<file path="src/rtl/flo_seq.sv">
// flo_seq: sequential find-first/last one/zero search.
// Scans one SEG-bit segment per cycle and stops at the first segment that holds a match.
module flo_seq #(
   parameter  int WID  = 96,
   parameter  int SEG  = 16,
   localparam int NSEG = (WID + SEG - 1) / SEG,
   localparam int OW   = $clog2(WID + 1)
) (
   input  logic           clk,
   input  logic           rst_n,
   input  logic           i_valid,
   output logic           i_ready,
   input  logic [WID-1:0] i,
   input  logic           i_dir,
   input  logic           i_pol,
   output logic           o_valid,
   input  logic           o_ready,
   output logic [OW-1:0]  o,
   output logic           o_found
);
   localparam int KW = $clog2(NSEG + 1);
   typedef enum logic [1:0] {IDLE, SCAN, DONE} state_t;
   state_t                state, state_n;
   logic [KW-1:0]         k, k_n, s;
   logic [WID-1:0]        vec;
   logic                  dir, pol, load, hit, found_n;
   logic [NSEG*SEG-1:0]   m;
   logic [SEG-1:0]        seg;
   logic [OW-1:0]         o_n;
   int                    idx;
   assign i_ready = state == IDLE;
   assign o_valid = state == DONE;
   // pad bits beyond WID stay zero so they can never match
   always_comb begin
      m = '0;
      m[WID-1:0] = pol ? vec : ~vec;
   end
   assign s   = dir ? KW'(NSEG) - k : k - KW'(1);
   assign seg = m[s*SEG +: SEG];
   always_comb begin
      hit = 1'b0;
      idx = 0;
      for (int j = 0; j < SEG; j++)
         if (seg[j] && (dir || !hit)) begin
            hit = 1'b1;
            idx = j;
         end
   end
   always_comb begin
      state_n = state;
      k_n     = k;
      o_n     = o;
      found_n = o_found;
      load    = 1'b0;
      case (state)
         IDLE: if (i_valid) begin
            load    = 1'b1;
            k_n     = KW'(1);
            state_n = SCAN;
         end
         SCAN: if (hit) begin
            o_n     = OW'(int'(s) * SEG + idx);
            found_n = 1'b1;
            state_n = DONE;
         end else if (k == KW'(NSEG)) begin
            o_n     = '1;
            found_n = 1'b0;
            state_n = DONE;
         end else k_n = k + KW'(1);
         DONE: if (o_ready) state_n = IDLE;
         default: state_n = IDLE;
      endcase
   end
   always_ff @(posedge clk or negedge rst_n) begin
      if (!rst_n) begin
         state   <= IDLE;
         k       <= '0;
         o       <= '1;
         o_found <= 1'b0;
         vec     <= '0;
         dir     <= 1'b0;
         pol     <= 1'b0;
      end else begin
         state   <= state_n;
         k       <= k_n;
         o       <= o_n;
         o_found <= found_n;
         if (load) begin
            vec <= i;
            dir <= i_dir;
            pol <= i_pol;
         end
      end
   end
endmodule

</file>
<file path="config.mk">
export PLATFORM = sky130hd
export DESIGN_NAME = flo_seq
export DESIGN_NICKNAME = d
export VERILOG_FILES = /design/src/rtl/flo_seq.sv
export SDC_FILE = /design/constraint.sdc
export NUM_CORES = 1
export LEC_CHECK = 0
export CORE_UTILIZATION = 40
export CTS_CLUSTER_DIAMETER = 200
export DETAILED_ROUTE_END_ITERATION = 10
export GPL_ROUTABILITY_DRIVEN = 0
export SLEW_MARGIN = 20
export SYNTH_ARGS = -nofsm -noshare
export SYNTH_HDL_FRONTEND = slang
export SYNTH_SLANG_ARGS = --single-unit
</file>
<file path="constraint.sdc">
create_clock -name clk -period 4 [get_ports clk]
set_input_delay 1 -clock clk [delete_from_list [all_inputs] [get_ports clk]]
set_output_delay 1 -clock clk [all_outputs]
set_load 0.02 [all_outputs]
</file>
* Yosys cells after proc, flatten, opt, wreduce, memory -nomap -nowiden
Index checks and enable logic that the tools add are counted.
** Operators by class
- $add $sub $neg :: 4
- Equal/unequal tests :: 8
- Shift-type cells :: 1
- Multiplexer cells :: 48
- Bitwise operators :: 1
- Reduce and logical (&&, ||, !) cells :: 51
** Operator list (number)
- 7-bit two-way mux :: 16
- 96-bit two-way mux :: 1
- 96-bit NOT :: 1
- 96-bit by 8-bit variable part select with 16-bit output :: 1
- 1-bit two-way mux :: 21
- 1-bit logical AND :: 15
- 1-bit logical NOT :: 15
- 1-bit logical OR :: 15
- 3-bit two-way mux :: 4
- 2-bit two-way mux :: 4
- 7-bit adder :: 1
- 2-bit != test (second input constant) :: 3
- 2-bit one-hot mux with 3 select lines :: 1
- 3-bit one-hot mux with 2 select lines :: 1
- 4-bit AND reduction :: 1
- 2-bit nonzero test :: 2
- 3-bit by 1-bit adder with 3-bit output (second input constant) :: 1
- 3-bit == test (second input constant) :: 1
- 3-bit != test (second input constant) :: 1
- 3-bit AND reduction :: 1
- 3-bit by 1-bit subtractor with 3-bit output (second input constant) :: 1
- 3-bit subtractor (first input constant) :: 1
- 2-bit by 1-bit == test with 1-bit output (second input constant) :: 1
- 2-bit == test (second input constant) :: 1
- 3 further kinds :: 3
** Word-level totals
- Bits in registers :: 111
- Output and inout port bits :: 10

* Logic depth before layout (Yosys ltp)
Gate-level depths: netlist (run 1).
- Depth after elaboration :: 66
- Depth in mapped cells :: 16
- Mapped depth without buffers :: 11

* Worst setup path before layout (run 1)
OpenSTA, ideal clock, no wires.
- Path type :: reg-to-reg
- Start point :: register k[0]
- End point :: register o[0]
- Setup time :: 81 ps
- Arrival :: 3459 ps
- Data required time :: 3919 ps
- Path slack :: 460 ps
- Cell stages (with the launch flop) :: 15
- Clock period less this slack :: 3540 ps
- Cell sequence :: dfrtp_1 inv_1 ha_1 buf_2 buf_2 buf_2 clkbuf_1 mux2_2 o21ai_0 xnor2_1 o22ai_1 nand2_1 a211oi_1 o41ai_1 a211oi_2
** Between the ends
- Longest elaborated chain between the ends :: 66
** RTL lines
- start: declaration :: line 24 : logic [KW-1:0] k, k_n, s;
- start signal: assignment :: line 85 : k <= k_n;
- 3-bit by 1-bit subtractor with 3-bit output or 3-bit subtractor (tied branches) :: line 38 : assign s = dir ? KW'(NSEG) - k : k - KW'(1);
- 3-bit two-way mux :: line 38
- 96-bit by 8-bit variable part select with 16-bit output :: line 39 : assign seg = m[s*SEG +: SEG];
- 1-bit two-way mux :: line 44 : if (seg[j] && (dir || !hit)) begin
- 1-bit logical NOT :: line 44
- 1-bit logical OR :: line 44
- 1-bit logical AND :: line 44
- 1-bit two-way mux :: line 44
- [... 50 more ...]
- 1-bit logical AND :: line 44
- 1-bit two-way mux :: line 44
- 1-bit logical NOT :: line 44
- 1-bit logical OR :: line 44
- 1-bit logical AND :: line 44
- 7-bit two-way mux or 1-bit two-way mux (tied branches) :: line 44
- 7-bit adder or 2-bit nonzero test (tied branches)
- 7-bit two-way mux or 2-bit AND reduction (tied branches)
- end signal: assignment :: line 86 : o <= o_n;
- end: declaration :: line 18 : output logic [OW-1:0] o,
Parallel ways exist; a longest one is shown, timed or not.
A chain may end at the register's enable or synchronous reset.

* Final worst setup path (run 1)
- Start point :: register k[0]
- End point :: register k[0]
** Between the ends
- Longest elaborated chain between the ends :: 66
** RTL lines (line)
- 3-bit by 1-bit subtractor with 3-bit output or 3-bit subtractor (tied branches) :: 38
- 3-bit two-way mux :: 38
- 96-bit by 8-bit variable part select with 16-bit output :: 39
- 1-bit two-way mux :: 44
- 1-bit logical NOT :: 44
- 1-bit logical OR :: 44
- 1-bit logical AND :: 44
- 1-bit two-way mux :: 44
- [... 50 more ...]
- 1-bit logical AND :: 44
- 1-bit two-way mux :: 44
- 1-bit logical NOT :: 44
- 1-bit logical OR :: 44
- 1-bit logical AND :: 44
- 1-bit two-way mux :: 44
- 2-bit != test (no line)
- 4-bit AND reduction (no line)
Parallel ways exist; a longest one is shown, timed or not. The select of a mux whose other input is x is not followed.

==> impl_results.md, run 1 <==
- Run status: finished, final reports clean
- Number of distinct library cells after synthesis: between 60 and 70
- Clock sinks: about 110
- CTS tree: built
- DR WL/cell: about 18 microns
- Cell Pwr Density: just under 1000 mW/mm^2
- Nets: between 700 and 800
- Hold-fix buffers, CTS: 0
- Routed Antenna Nets: 0
- Clk slew on worst S/H paths: around 0.08 ns
- CTS HTree Levels: 3
- Worst Hold Endpoint: o[2]$_DFFE_PN1P_
- EDFF count, synth: 0
- Syn Nets: around 660
- Async set-reset flop share out of synthesis: 1.00
- Prevailing post-synth register cell: dfrtp_1
- Clock buffer count from CTS: 9
- Tmin final: approximately 3.7 ns
- Critical path buffer and inverter count: 2
- Crit path max-delay family: simple AND/OR/NAND/NOR gates
- Worst Path Arrival: about 4 ns
- Worst-skew pair later-pin latency: about 0.36 ns
- Critical R2R Launch: k[0]$_DFFE_PN0P_
- Row count: between 40 and 50
- Multi-input logic area: 0.00337 sq mm
- Post-synthesis sequential area ratio: 0.435
- Min-delay worst type: reg -> reg
- Number of global-route vias before repair: ~4.8k
- DRC viols: 0
- FILL cells: 1412
- Worst Reg-to-Reg Cells: 11
- Die Y: approximately 130 microns
- Clk_skew: roughly 0.0076 ns
- Slew Viols, Final: 0
- Count of final setup violators: 0
- Number of DRC markers in iteration 0: 288
- Top Layer Used: met4
- RSZ-0062 raised after global routing: false
- Final hold slack: 0.474 ns
- Die X: between 100 and 150 microns
- Gate Count Post-Synth: 551
- Max IR drop VDD: ~0.00042 V
- Aggregate routed wire length: 15600 microns
- All-Layer GR Usage: 0.202
- Yosys warns: 0
- Fmax: between 200 and 300 MHz
- Post-Syn Area per Cell: approximately 12 sq um
- Multiplexer area fraction after synthesis: 0.285
- I/O pin count: 112
- Pre-CTS WS: between 0.1 and 0.15 ns
- Die area: 0.0165 sq mm
- Root buffer cell: clkbuf_16
- CORE AREA: between 0.015 and 0.02 sq mm
- Worst Hold Depth: 2
- Mapped cell area: between 0.006 and 0.007 sq mm
- Commonest cells after routing, fill and taps aside: clkdlybuf4s50_1, mux2_2, dfrtp_1, mux2i_1, nand2_1
- Antenna cells: 0
- Flop2flop setup slack: about 0.26 ns
- LEAKAGE: 0.00332 uW
- Main combinational cell family by area after synthesis: multiplexers
- Routed length on met3: around 760 microns
- Area growth from synthesis to layout: 25.9%
- Register bit count reported by yosys: 111
- Area share of the largest cell type after synthesis: 0.406
- DP HPWL: 11700 microns
- CP Data Required Time: roughly 4.3 ns
- CP Class: reg -> reg
- Synth Area in Simple Gates: 0.0831
- Setup crit end kind: flop
- DR WL met2: about 7300 microns
- Largest net degree at the start of global routing: 99
- First-pass GRT wire length: roughly 25000 microns
- Total area of sequential cells: 0.00279 sq mm
- Slew @ Worst Pin: just over 0.9 ns
- Setup TNS: 0 ns
- Vias/cell: about 5.4
- CP Max Fanout: 15
- MaxCap Viol Count: 0
- Clock buffer depth: 2
- Adder-cell share of the synthesized area: 0.00585
- Synth Area in Compound Gates: 0.120
- Most common cell after layout, fill and taps aside: clkdlybuf4s50_1
- Metal-1 WL: ~7200 microns
- Initial antenna violation count: 0
- CP cell instances: inv_1 -> ha_2 -> buf_4 -> mux4_2 -> xor2_1 -> o22a_1 -> and4b_1 -> and3_4 -> nand3_1 -> o31ai_4 -> mux2_1
- Final hold viol count: 0
- Port Buffer Count: 111
- Hold Startpoint: o[2]$_DFFE_PN1P_
- Initial Util: 0.416
- Xor-xnor portion of the synthesized cell area: 0.0316
- Synth top area cells: dfrtp_1, mux2_2, mux2i_1, mux4_2, dfstp_2
- Layout cell share with drive strength beyond 1: 0.271
- Grt ovf: 0
- Final Cycle Share: 0.936
- 1st-pass router iterations: 4
- Synth area leader: dfrtp_1
- Vias post-DR: between 4k and 5k
- CP startpoint kind: flop
- Max-slew headroom: 0.390
- Highest cell delay on the worst timing path: around 0.54 ns
- Slowest-stage cell, CP: dfrtp_1
- Worst R2R End: k[0]$_DFFE_PN0P_
- Worst Slack Setup Final: around 0.26 ns
worst register-to-register path: cells and delay by family (launching register included):
kind	cells	cell delay [ns]
xor+xnor	1	0.22
simple gates	3	0.76
compound gates	2	0.54
fa+ha+maj	1	0.49
mux	2	0.69
buf+inv	2	0.41
flops	1	0.54
logic make-up (layout without fill, tap and decap cells):
| group | count (synthesis) | after routing |
|---|---|---|
| flops | 111 | 111 |
| compound gates | 103 | 103 |
| fa+ha+maj | 3 | 3 |
| mux | 153 | 153 |
| buf+inv | 55 | 160 |
| xor+xnor | 21 | 21 |
| simple gates | 105 | 105 |
per-layer routing:
layer / GRT usage / up-vias
met5: 0 / -
met4: 0.0817 / 0
met3: 0.0316 / 23
met2: 0.324 / 124
met1: 0.274 / 2313
li1: - / 2216
cells in the mapped netlist, types with 2 or more instances:
cell type,n
o221a_2,3
or2_2,6
a2bb2oi_1,4
nand2b_1,6
o31ai_1,2
a221o_1,2
dfstp_2,7
o21a_1,2
inv_1,16
nor2b_1,6
xnor2_1,11
mux4_2,13
mux2_2,104
nand3_1,8
a21o_1,3
ha_1,3
o221ai_1,4
a22oi_1,13
xor2_1,9
nand2_1,33
buf_4,2
buf_2,11
mux2i_1,35
o22a_1,2
a221oi_1,3
nor2_1,21
o21ai_0,13
a21oi_1,23
buf_6,4
a22o_1,3
and2_1,4
dfrtp_1,104
o211ai_1,2
clkbuf_1,20
and3b_1,3
buf_1,2
o22ai_1,6
nor3_1,6
nor3b_1,2
worst max-delay path by stage:
| stage | startpoint | end | cells past startpoint |
|---|---|---|---|
| final | k[0]$_DFFE_PN0P_ | k[0]$_DFFE_PN0P_ | 11 |
| after global routing | k[0]$_DFFE_PN0P_ | o[0]$_DFFE_PN1P_ | 12 |
| after CTS | k[0]$_DFFE_PN0P_ | k[0]$_DFFE_PN0P_ | 12 |
| after detailed placement | k[0]$_DFFE_PN0P_ | k[0]$_DFFE_PN0P_ | 12 |
| after global placement | k[0]$_DFFE_PN0P_ | k[0]$_DFFE_PN0P_ | 11 |
| after floorplan | k[0]$_DFFE_PN0P_ | o[0]$_DFFE_PN1P_ | 14 |
through the flow:
| step | utilization | instance area, sq um | total power (uW) | cells |
|---|---|---|---|---|
| floorplan | - | 6410 | 5700 | 551 |
| global placement | 0.502 | 7740 | 6840 | 849 |
| detailed placement | 0.502 | 7740 | 6960 | 849 |
| CTS | 0.522 | 8060 | 7940 | 865 |
| global route | 0.523 | 8070 | 8520 | 867 |
| finish | 0.523 | 8070 | 7940 | 867 |
final cells by class:
class	instances	share of cell area
clock buffers	10	0.0296
clock inverters	6	0.00961
inverters	16	0.00744
multi-input cells	385	0.418
flip-flops and latches	111	0.345
well taps	211	0.0327
repair buffers	128	0.158
state kept, by name, indices dropped and copies added (netlist names):
| name | cells |
|---|---|
| vec | 96 |
| pol | 1 |
| k | 3 |
| state | 2 |
| dir | 1 |
| o_found | 1 |
| o | 7 |
power breakdown:
| group | leakage, uW | switching (uW) | internal (uW) |
|---|---|---|---|
| clock network | 0.000153 | 439 | 514 |
| registers | 0.00129 | 514 | 1710 |
| logic | 0.00188 | 2420 | 2340 |
timing repair:
item | CTS | global route
resized for setup | 0 | 1
setup endpoints to repair | 0 | 4
setup buffers | 0 | 2
No activity file was read; power rests on OpenSTA's default activity.
==> run 2: changes to the inputs <==
Settings changed: CORE_MARGIN set to 8, CORE_UTILIZATION 40 to 54, PLACE_DENSITY set to 0.81.
==> run 2 against run 1 <==
  * Non-clock buffer count rose by 1
  * Flip-flop and latch count did not move
  * Wire length rose by 2.3%
  * Setup slack improved by 0.056 ns
  * Count of clock-buffer cells in the layout fell by 1
  * Cell count fell by 7.3%
  * Critical endpoint unchanged
  * Sequential share of layout area rose by 0.39 points
  * Register-to-register slack improved by 0.06 ns
  * Via count rose by 4.2%
  * Critical path type unchanged
==> impl_results.md, run 2 (synthesis gave the netlist of run 1 again) <==
- Setup TNS: 0 ns (unchanged)
- Run status: finished, final reports clean (unchanged)
- CP startpoint kind: flop (unchanged)
- Port Buffer Count: 111 (unchanged)
- Worst-skew pair later-pin latency: 0.36 ns (about the same)
- DRC viols: 0 (unchanged)
- Final hold slack: 0.467 ns (was 0.474 ns)
- Final Cycle Share: 0.922 (was 0.936)
- Routed Antenna Nets: 0 (unchanged)
- Grt ovf: 0 (unchanged)
- Area growth from synthesis to layout: 24.6% (was 25.9%)
- Max IR drop VDD: 0.000446 V (was 0.000417 V)
- MaxCap Viol Count: 0 (unchanged)
- 1st-pass router iterations: 5 (was 4)
- Crit path max-delay family: multiplexers (was simple AND/OR/NAND/NOR gates)
- Root buffer cell: clkbuf_16 (unchanged)
- LEAKAGE: 0.00332 uW (about the same)
- Count of final setup violators: 0 (unchanged)
- CP Data Required Time: 4.24 ns (was 4.25 ns)
- Worst Path Arrival: 3.92 ns (was 3.99 ns)
- Setup crit end kind: flop (unchanged)
- Max-slew headroom: 0.435 (was 0.390)
- Pre-CTS WS: 0.188 ns (was 0.147 ns)
- Final hold viol count: 0 (unchanged)
- RSZ-0062 raised after global routing: false (unchanged)
- Antenna cells: 0 (unchanged)
- Initial antenna violation count: 0 (unchanged)
- Slowest-stage cell, CP: mux4_2 (was dfrtp_1)
- Highest cell delay on the worst timing path: 0.57 ns (was 0.54 ns)
- Final core occ: 0.676 (was 0.523)
- Largest net degree at the start of global routing: 61 (was 99)
- Min-delay worst type: reg -> reg (unchanged)
- First-pass GRT wire length: 25400 microns (was 25300 microns)
- Nets: 757 (was 756)
- Slew @ Worst Pin: 0.846 ns (was 0.914 ns)
- Critical path buffer and inverter count: 0 (was 2)
- Aggregate routed wire length: 16000 microns (was 15600 microns)
- Layout cell share with drive strength beyond 1: 0.272 (was 0.271)
- Fmax: 271 MHz (was 267 MHz)
- Clk_skew: 0.00778 ns (was 0.00764 ns)
- Max FFs per register: 96 (unchanged)
- CP Class: reg -> reg (unchanged)
- Slew Viols, Final: 0 (unchanged)
- Clock sinks: 111 (unchanged)
- Largest regs: vec: 96 flops, o: 7 flops, k: 3 flops (unchanged)
- Tmin final: 3.69 ns (was 3.74 ns)
- Finished Layout Cells: 804 (was 867)
- All-Layer GR Usage: 0.202 (about the same)
- I/O pin count: 112 (unchanged)
- Most common cell after layout, fill and taps aside: clkdlybuf4s50_1 (unchanged)
- Largest reg by FF count: vec (unchanged)
- Number of DRC markers in iteration 0: 295 (was 288)
- Worst Slack Setup Final: 0.314 ns (was 0.258 ns)
- Clk slew on worst S/H paths: 0.07 ns (was 0.08 ns)
- CTS tree: built (unchanged)
- Die X: 125 microns (was 129 microns)
- Clock buffer depth: 2 (unchanged)
- Die Y: 125 microns (was 129 microns)
- CTS HTree Levels: 3 (unchanged)
- Placed insts: 787 (was 849)
- Vias post-DR: 4871 (was 4676)
- Commonest cells after routing, fill and taps aside: clkdlybuf4s50_1, mux2_2, dfrtp_1, mux2i_1, nand2_1 (unchanged)
- Cell Pwr Density: 993 mW/mm^2 (was 983 mW/mm^2)
- Vias/cell: 6.06 (was 5.39)
- Die area: 0.0156 sq mm (was 0.0165 sq mm)
- Number of global-route vias before repair: 4933 (was 4815)
- CP Max Fanout: 9 (was 15)
- DR WL/cell: 19.9 microns (was 18.0 microns)
- Row count: 40 (was 45)
- Hold-fix buffers, CTS: 0 (unchanged)
- CORE AREA: 0.0118 sq mm (was 0.0154 sq mm)
- Clock buffer count from CTS: 9 (unchanged)
- DP HPWL: 12200 microns (was 11700 microns)
- CP cell instances: xnor2_4 -> mux4_2 -> xnor2_1 -> mux2i_1 -> and4b_1 -> and3_4 -> nand3_1 -> o31ai_4 -> mux2_1 (was inv_1 -> ha_2 -> buf_4 -> mux4_2 -> xor2_1 -> o22a_1 -> and4b_1 -> and3_4 -> nand3_1 -> o31ai_4 -> mux2_1)
- Initial Util: 0.543 (was 0.416)
## run 2: cell count changes in the layout (fill, tap and decap cells not counted), sizes merged
cell and change:
clkinvlp -1, clkinv +2, clkbuf -1, buf +1
## run 2: layout make-up
| class | count | area (sq um) |
|---|---|---|
| clock buffers | 9 | 225 |
| multi-input cells | 385 | 3370 |
| flip-flops and latches | 111 | 2790 |
| fillers | 859 | 3820 |
| clock inverters | 7 | 78.8 |
| repair buffers | 129 | 1280 |
| well taps | 147 | 184 |
| inverters | 16 | 60.1 |
## run 2: path summary, 6_finish.rpt
path | slack [ns] | startpoint | cells after the start | end
worst max-delay path | 0.31 | dir$_DFFE_PN0P_ | 9 | k[0]$_DFFE_PN0P_
worst min-delay path | 0.47 | o[2]$_DFFE_PN1P_ | 2 | o[2]$_DFFE_PN1P_
worst max register to register | 0.31 | dir$_DFFE_PN0P_ | 9 | k[0]$_DFFE_PN0P_
worst min register to register | 0.47 | o[2]$_DFFE_PN1P_ | 2 | o[2]$_DFFE_PN1P_
max in group asynchronous | 2.59 | rst_n | 2 | vec[46]$_DFFE_PN0P_
min in group asynchronous | 0.66 | rst_n | 1 | vec[4]$_DFFE_PN0P_
## run 2: what timing repair did
item | CTS | global route
gates resized for setup | 0 | 1
endpoints found under the setup margin | 0 | 1
setup buffers | 0 | 1
## run 2: report_power, final
part | leakage [uW] | internal (uW) | switching, uW | total (uW)
Clock | 0.000150 | 492 | 419 | 911
Combinational | 0.00188 | 2330 | 2460 | 4790
Sequential | 0.00129 | 1710 | 517 | 2230
Total | 0.00332 | 4530 | 3400 | 7930
## run 2: per-layer routing
metal | share of wire | global-route usage
met1 | 0.40 | 0.246
met2 | 0.49 | 0.333
met3 | 0.071 | 0.0510
met4 | 0.033 | 0.0874
met5 | 0 | 0
## run 2: stage by stage
stage	total power, uW	cell area, sq um
2_1_floorplan	5700	6410
3_3_place_gp	6720	7670
3_5_place_dp	6910	7670
4_1_cts	7840	7980
5_1_grt	8380	7990
6_report	7930	7990
## run 2: worst min-delay path, cell delays in order, from the launching register on
cell	delay [ns]
dfstp_2	0.37
inv_1	0.05
a21oi_1	0.05
==> RTL edit: new RTL, settings of run 2 <==
`SEG`: 16 -> 32.
--- a/src/rtl/flo_seq.sv
+++ b/src/rtl/flo_seq.sv
@@ -2,7 +2,7 @@
 // Scans one SEG-bit segment per cycle and stops at the first segment that holds a match.
 module flo_seq #(
    parameter  int WID  = 96,
-   parameter  int SEG  = 16,
+   parameter  int SEG  = 32,
    localparam int NSEG = (WID + SEG - 1) / SEG,
    localparam int OW   = $clog2(WID + 1)
 ) (
Check against the original RTL: not equivalent (a bounded check fails within 4 cycles, from zero or initial values and one cycle with rst_n low).
==> RTL edit against run 2 <==
  * Synthesized cell count is 25% higher
  * Routed wire length grew 13%
  * Cell area grew 8.4%
  * Worst setup slack better by 0.18 ns
  * Non-clock buffer count is 7 lower
  * Power is 8.0% higher
  * Sequential cell count down 1
  * Synthesized area increased by 14%
  * Sequential power up 5%
  * Count of clock-buffer cells in the layout is 2 higher
  * Clock power fell by 9.2%
  * Maximum frequency increased by 5.0%
==> RTL edit: results (changes against run 2) <==
Critical R2R Capture=o[0]$_DFFE_PN1P_; total routed wire length on the met1 layer=7760 µm (+20%); routed wl met2=8930 µm (+14%); routed via count divided by cell count=6.01 (-0.76%); post-layout net count=876 (+16%); vias in the first global route=6,046 (+23%); met3 routed WL=977 µm (-14%); pin count of the biggest net entering global routing=82 (+34%); Static Leakage=3.52 nW (+6.1%); top post-synthesis cells by count=103 x sky130_fd_sc_hd__dfrtp_1, 99 x sky130_fd_sc_hd__mux2_2, 47 x sky130_fd_sc_hd__nand2_1, 34 x sky130_fd_sc_hd__nor2_1, 33 x sky130_fd_sc_hd__mux2i_1; result of the run=completed; endpoint arrival time on the critical path=3.79 ns (-0.13 ns); number of library cell types mapped by synthesis=84 (+22%); clock skew=0.00903 ns (+0.00125 ns); global-route wire length before repair=29,700 µm (+17%); Detailed Place HPWL=13,300 µm (+8.6%); Worst Min Path Start=o[6]$_DFFE_PN1P_; placed instance count=938 (+19%); cell count after synthesis=688 (+25%); launching element of the worst setup path=k[0]$_DFFE_PN0P_; Tmin final=3.51 ns (-0.176 ns); Seq/Total Area, Yosys=0.379 (-0.0557); Clock group=0.827 mW (-9.2%); R2R cell count=10 (+1); measured slew at the worst slew-check pin=0.641 ns (-0.205 ns); dominant cells by area after synthesis=sky130_fd_sc_hd__dfrtp_1 35%, sky130_fd_sc_hd__mux2_2 15%, sky130_fd_sc_hd__mux2i_1 4.5%
==> RTL edit: changes by cell type in the layout (fill, tap and decap cells not counted), moves of 6 or more <==
cell,change
sky130_fd_sc_hd__a21oi_1,+8
sky130_fd_sc_hd__inv_1,-7
sky130_fd_sc_hd__nand2_1,+14
sky130_fd_sc_hd__xor2_1,+19
sky130_fd_sc_hd__xnor2_1,+20
sky130_fd_sc_hd__and2_1,+10
sky130_fd_sc_hd__buf_4,-6
sky130_fd_sc_hd__nor2_1,+13
sky130_fd_sc_hd__a31oi_1,+6
sky130_fd_sc_hd__mux4_2,-8
==> RTL edit: metrics by stage <==
step           cell area [µm²]  hold slack (ns)
6_report                  8660            0.460
5_1_grt                   8660            0.480
4_1_cts                   8660            0.463
3_5_place_dp              8390            0.453
3_3_place_gp              8390            0.454
2_1_floorplan             7290            0.480
==> RTL edit: cell type report <==
cell class / count / area (µm²)
Multi-Input combinational cell: 520 / 4150
Sequential cell: 110 / 2770
Fill cell: 1018 / 4530
Clock inverter: 5 / 36.3
Tap cell: 176 / 220
Inverter: 10 / 37.5
Timing Repair Buffer: 122 / 1220
Clock buffer: 11 / 233
==> RTL edit: routing by layer <==
metal  GRT usage  up-vias
met5           0        -
met1       0.255     2802
met3      0.0400       26
li1            -     2705
met2       0.344      203
met4      0.0732        0
==> RTL edit: cell families (layout without fill, tap and decap cells) <==
kind of cell	Yosys count	count (layout)	synth area share
buffers and inverters	58	148	0.0518
XOR/XNOR	59	59	0.0709
adder cells (fa/ha/maj)	1	1	0.00172
AND/OR/NAND/NOR	169	169	0.122
flip-flops	110	110	0.379
AO/OA/AOI/OAI	149	149	0.147
multiplexers	142	142	0.228
